<file path="config.mk">
export PLATFORM = sky130hd
export DESIGN_NAME = instruction_control_fsm_flat
export DESIGN_NICKNAME = d
export VERILOG_FILES = /design/src/rtl/instruction_control_fsm_if.sv /design/src/rtl/instruction_control_fsm.sv /design/src/flat_wrapper.sv
export SDC_FILE = /design/constraint.sdc
export NUM_CORES = 1
export LEC_CHECK = 0
export CAP_MARGIN = 10
export CORE_AREA = 2 2 39 41
export CTS_BUF_LIST = sky130_fd_sc_hd__clkbuf_4
export DETAILED_ROUTE_END_ITERATION = 12
export DIE_AREA = 0 0 41 43
export PLACE_DENSITY = 0.74
export SLEW_MARGIN = 20
export SYNTH_ARGS = -nofsm -noshare
export SYNTH_HDL_FRONTEND = slang
export SYNTH_SLANG_ARGS = --single-unit
</file>
<file path="constraint.sdc">
create_clock -name Clock -period 1.45 [get_ports Clock]
set_clock_uncertainty 0.1 [all_clocks]
set_input_delay 0.29 -clock Clock [delete_from_list [all_inputs] [get_ports Clock]]
set_output_delay 0.29 -clock Clock [all_outputs]
set_load 0.005 [all_outputs]
</file>
<file path="src/rtl/instruction_control_fsm_if.sv">
// Control bundle between the instruction control FSM and the 8-bit datapath:
// the opcode and status inputs, and the per-cycle stage and accumulator controls.
interface instruction_control_fsm_if;
    logic [2:0] IR;
    logic       Aeq0;
    logic       Apos;
    logic       Enter;

    logic       IRload;
    logic       PCload;
    logic       JMPmux;
    logic       Meminst;
    logic       MemWr;
    logic [1:0] Asel;
    logic       Aload;
    logic       Sub;
    logic       Halt;
    logic [3:0] State;

    // The FSM side issues the controls.
    modport master (
        input  IR, Aeq0, Apos, Enter,
        output IRload, PCload, JMPmux, Meminst, MemWr, Asel, Aload, Sub, Halt, State
    );

    // The datapath side supplies the opcode and accumulator status.
    modport slave (
        output IR, Aeq0, Apos, Enter,
        input  IRload, PCload, JMPmux, Meminst, MemWr, Asel, Aload, Sub, Halt, State
    );
endinterface

</file>
<file path="src/rtl/instruction_control_fsm.sv">
// Fetch/decode/execute sequencer for the eight-instruction ISA of the 8-bit datapath,
// including the Enter-key handshake for INPUT and the terminal HALT state.
module instruction_control_fsm (
    input  logic                         Clock,
    input  logic                         Reset,
    instruction_control_fsm_if.master    bus
);
    typedef enum logic [3:0] {
        S_START  = 4'd0,
        S_FETCH  = 4'd1,
        S_DECODE = 4'd2,
        S_LOAD   = 4'd3,
        S_STORE  = 4'd4,
        S_ADD    = 4'd5,
        S_SUB    = 4'd6,
        S_INPUT  = 4'd7,
        S_INLOAD = 4'd8,
        S_INREL  = 4'd9,
        S_JZ     = 4'd10,
        S_JPOS   = 4'd11,
        S_HALT   = 4'd12
    } state_t;

    localparam logic [1:0] ASEL_ALU = 2'b00;
    localparam logic [1:0] ASEL_EXT = 2'b01;
    localparam logic [1:0] ASEL_RAM = 2'b10;

    // Kept as a plain 4-bit vector so the illegal codes 13-15 are representable
    // and recovered from, rather than being outside the enum's value set.
    logic [3:0] state;
    state_t     next_state;

    // NOTE: sequential state uses non-blocking assignment so every flop samples
    // the pre-edge value; blocking here would create order-dependent races.
    always_ff @(posedge Clock) begin
        if (!Reset) begin
            state <= S_START;
        end else begin
            state <= next_state;
        end
    end

    // NOTE: every output and next_state gets a default before the case, so no
    // path leaves a signal unassigned and no latch is inferred.
    always_comb begin
        next_state  = S_START;
        bus.IRload  = 1'b0;
        bus.PCload  = 1'b0;
        bus.JMPmux  = 1'b0;
        bus.Meminst = 1'b0;
        bus.MemWr   = 1'b0;
        bus.Asel    = ASEL_ALU;
        bus.Aload   = 1'b0;
        bus.Sub     = 1'b0;
        bus.Halt    = 1'b0;

        case (state)
            S_START: next_state = S_FETCH;

            S_FETCH: begin
                bus.IRload = 1'b1;
                bus.PCload = 1'b1;
                next_state = S_DECODE;
            end

            S_DECODE: begin
                bus.Meminst = 1'b1;
                case (bus.IR)
                    3'b000:  next_state = S_LOAD;
                    3'b001:  next_state = S_STORE;
                    3'b010:  next_state = S_ADD;
                    3'b011:  next_state = S_SUB;
                    3'b100:  next_state = S_INPUT;
                    3'b101:  next_state = S_JZ;
                    3'b110:  next_state = S_JPOS;
                    default: next_state = S_HALT;
                endcase
            end

            S_LOAD: begin
                bus.Meminst = 1'b1;
                bus.Asel    = ASEL_RAM;
                bus.Aload   = 1'b1;
                next_state  = S_FETCH;
            end

            S_STORE: begin
                bus.Meminst = 1'b1;
                bus.MemWr   = 1'b1;
                next_state  = S_FETCH;
            end

            S_ADD: begin
                bus.Meminst = 1'b1;
                bus.Aload   = 1'b1;
                next_state  = S_FETCH;
            end

            S_SUB: begin
                bus.Meminst = 1'b1;
                bus.Sub     = 1'b1;
                bus.Aload   = 1'b1;
                next_state  = S_FETCH;
            end

            S_INPUT: next_state = bus.Enter ? S_INLOAD : S_INPUT;

            S_INLOAD: begin
                bus.Asel   = ASEL_EXT;
                bus.Aload  = 1'b1;
                next_state = S_INREL;
            end

            // Waiting for key release guarantees one accumulator load per press.
            S_INREL: next_state = bus.Enter ? S_INREL : S_FETCH;

            // The only Mealy outputs: the PC register takes the jump on the edge
            // leaving this state, so the status flag is passed straight through.
            S_JZ: begin
                bus.JMPmux = 1'b1;
                bus.PCload = bus.Aeq0;
                next_state = S_FETCH;
            end

            S_JPOS: begin
                bus.JMPmux = 1'b1;
                bus.PCload = bus.Apos;
                next_state = S_FETCH;
            end

            S_HALT: begin
                bus.Halt   = 1'b1;
                next_state = S_HALT;
            end

            default: next_state = S_START;
        endcase
    end

    assign bus.State = state;
endmodule

</file>
<file path="src/flat_wrapper.sv">
// flat-port wrapper written by rule: the top's interface ports become plain ports
module instruction_control_fsm_flat 
  (Clock, Reset, bus_IR, bus_Aeq0, bus_Apos, bus_Enter, bus_IRload, bus_PCload, bus_JMPmux, bus_Meminst, bus_MemWr, bus_Asel, bus_Aload, bus_Sub, bus_Halt, bus_State);
  instruction_control_fsm_if bus_i ();
  input  logic Clock;
  input  logic Reset;
  input wire logic [$bits(bus_i.IR)-1:0] bus_IR;
  input wire logic [$bits(bus_i.Aeq0)-1:0] bus_Aeq0;
  input wire logic [$bits(bus_i.Apos)-1:0] bus_Apos;
  input wire logic [$bits(bus_i.Enter)-1:0] bus_Enter;
  output wire logic [$bits(bus_i.IRload)-1:0] bus_IRload;
  output wire logic [$bits(bus_i.PCload)-1:0] bus_PCload;
  output wire logic [$bits(bus_i.JMPmux)-1:0] bus_JMPmux;
  output wire logic [$bits(bus_i.Meminst)-1:0] bus_Meminst;
  output wire logic [$bits(bus_i.MemWr)-1:0] bus_MemWr;
  output wire logic [$bits(bus_i.Asel)-1:0] bus_Asel;
  output wire logic [$bits(bus_i.Aload)-1:0] bus_Aload;
  output wire logic [$bits(bus_i.Sub)-1:0] bus_Sub;
  output wire logic [$bits(bus_i.Halt)-1:0] bus_Halt;
  output wire logic [$bits(bus_i.State)-1:0] bus_State;
  assign bus_i.IR = bus_IR;
  assign bus_i.Aeq0 = bus_Aeq0;
  assign bus_i.Apos = bus_Apos;
  assign bus_i.Enter = bus_Enter;
  assign bus_IRload = bus_i.IRload;
  assign bus_PCload = bus_i.PCload;
  assign bus_JMPmux = bus_i.JMPmux;
  assign bus_Meminst = bus_i.Meminst;
  assign bus_MemWr = bus_i.MemWr;
  assign bus_Asel = bus_i.Asel;
  assign bus_Aload = bus_i.Aload;
  assign bus_Sub = bus_i.Sub;
  assign bus_Halt = bus_i.Halt;
  assign bus_State = bus_i.State;
  instruction_control_fsm u_core (.Clock(Clock), .Reset(Reset), .bus(bus_i));
endmodule
</file>
==> results.cfg <==
[final_layout]
final_cell_count_no_fill = 116
diodes = 0
fin_nets = 110
area_growth_pct = 113.5
fill_cells = 90
largest_reg_flops = 4
drive_above_1_share_pct = 66.00

[clock_network]
holdBufCountCts = 0
clk_path_buf_depth = 2
root_buffer = clkbuf_4
cts_tree = built
clk_pin_slew_worst_paths_ps = 40
numClockSinks = 4
numCtsBuffers = 3
ctsHtreeMaxLevel = 1
worst_skew_pair.late_latency_ps = 240

[worst_setup_path]
required_ps = 1060
crit_path_end_kind = primary output
cp-start-kind = flop
cp.arrival_ps = 1250
critical_path_class = flop to primary output
crit_fanout = 5

[detailed_routing]
vias = 638
dr.pass1.iters = 4
routed_wl_mm = 1.763
wl_per_cell_um = 15.20
drt_iter0_markers = 11
vias_per_cell = 5.500
antenna_left = 0
drc = 0

[synth]
netlist_top_cells_area = dfxtp_1 17%, a21oi_1 6.3%, nor4bb_1 6.3%
synth_cell_types = 30
synth-edff-count = 0
synth_warnings = 0
syn_area_um2 = 473.0
netlist_instances = 59
synth_top_cell_by_area = dfxtp_1
synthTopCellsByCount = 6 x a21oi_1, 4 x dfxtp_1, 4 x o21ai_0
ys_ff_latch = 4
syn_area_per_cell_um2 = 8.016
syn-num-nets = 67
synth_flop_cell = dfxtp_1
async_reset_ff_share_pct = 0
yosysSeqAreaShare_pct = 16.93
synth.most_common_cell = a21oi_1
yosysTopAreaCellShare_pct = 16.93

[pwr]
p_int_uw = 447.1
pwr-share-clk_pct = 21.6
totalPowerFinal_uw = 684.2
p_switching_uw = 237.1
switching_share_pct = 34.66
power_frac_seq_pct = 22.0
combPwrFrac_pct = 56.4
p_leak_nw = 0.4288
cellPowerDensity_mw_per_mm2 = 677.6
vdd_drop_max_uv = 413.3

[timing]
rsz0062_at_grt = true
hold_viol_final = 0
finalCritPeriodShare_pct = 113.0
finalCriticalPeriod_ps = 1639
slew_viol_final = 0
setup_slack_ps = -188.7
setup_viol = 12
worst_pin_slew_ps = 312.5
relSlewSlack_pct = 79.08
fmax_mhz = 610.2

[global_routing]
grt-ovfl-total = 0
grt_max_degree = 10
track_usage_pct = 20.20
grt_pass1_vias = 617
antenna_found_initial = 0
grt_pass1_wl_mm = 2.490

[floorplan]
chipHeight_um = 43
die_x_um = 41
die_area_mm2 = 0.001763
start_util_pct = 34.18
ios = 22
row_count = 14
core_mm2 = 0.001384

[worst_hold_path]
hold_class = input pin to flop

[status]
violations = negative setup slack
outcome = finished with violations

[place]
gp_congestion = 0.8095
dp_cells = 103
dp_hpwl_um = 950
port_buffers = 21

[flow_run]
max-cap-violations = 0
-- worst paths after layout --
check	from	end	slack, ps	cells past startpoint
setup / recovery	u_core.bus.State[0]	bus_Meminst	-190	5
hold / removal	Reset	u_core.bus.State[0]	530	3
setup reg to reg	u_core.bus.State[3]	u_core.bus.State[1]	-50	5
hold reg to reg	u_core.bus.State[0]	u_core.bus.State[3]	630	3
-- layout make-up --
cell class / instances / area (µm²) / share of cell area (%)
Timing Repair Buffer: 46 / 415.4 / 41.14
Inverter: 1 / 3.754 / 0.3717
Clock buffer: 3 / 22.52 / 2.230
Tap cell: 16 / 20.02 / 1.983
Sequential cell: 4 / 95.09 / 9.418
Multi-Input combinational cell: 46 / 452.9 / 44.86
-- critical path, cell delays in order (launching register included) --
cell and delay [ps]:
dfxtp_4 350, buf_6 130, buf_6 110, and3_4 140, nor3_2 140, buf_2 130
-- placed cells by master (no fill, tap or decap), types with 3 or more instances in the layout --
master,netlist,layout
clkdlybuf4s50_1,0,6
buf_4,2,12
dlygate4sd2_1,0,4
a21oi_2,0,3
o211ai_1,3,3
clkbuf_4,0,3
and3b_1,3,3
buf_2,3,9
nor4b_4,1,3
dfxtp_4,0,4
buf_6,2,12
-- metrics by stage --
stage / setup slack [ps] / hold WS, ps / instance area (µm²) / setup TNS [ps] / utilization (%)
floorplan: 20.09 / 293.9 / 473.0 / 0 / -
global placement: -531.0 / 623.5 / 770.7 / -3629 / 55.70
detailed placement: -571.3 / 634.1 / 770.7 / -3856 / 55.70
CTS: -189.9 / 521.1 / 889.6 / -934.6 / 64.29
global route: -223.1 / 549.8 / 1010 / -1808 / 72.97
finish: -188.7 / 525.5 / 1010 / -1167 / 72.97
-- power groups by stage --
stage	Clock [mW]	Combinational (mW)	Sequential, mW
2_1_floorplan	0	0.143	0.133
3_5_place_dp	0	0.268	0.145
4_1_cts	0.144	0.313	0.147
3_3_place_gp	0	0.265	0.144
6_report	0.148	0.386	0.151
5_1_grt	0.157	0.411	0.154
-- metal layers --
layer | GRT usage (%) | share of wire [%]
met1 | 21.29 | 39
met2 | 35.63 | 55
met3 | 3.665 | 4.4
met4 | 9.333 | 1.8
met5 | 0 | 0
-- logic make-up after synthesis --
| logic type | synth area share (%) |
|---|---|
| buffers and inverters | 12.96 |
| and+or+nand+nor | 44.45 |
| DFF | 16.93 |
| xor gates and xnor gates | 3.704 |
| AOI/OAI and AO/OA | 21.96 |
-- what timing repair did --
action | CTS | global route
setup buffers | 6 | 3
pin swaps | 11 | 10
endpoints found under the setup margin | 17 | 14
resized for setup | 77 | 17
hold endpoints to repair | 0 | 0
cloned | 0 | 1
No activity file was read; power rests on OpenSTA's default activity.
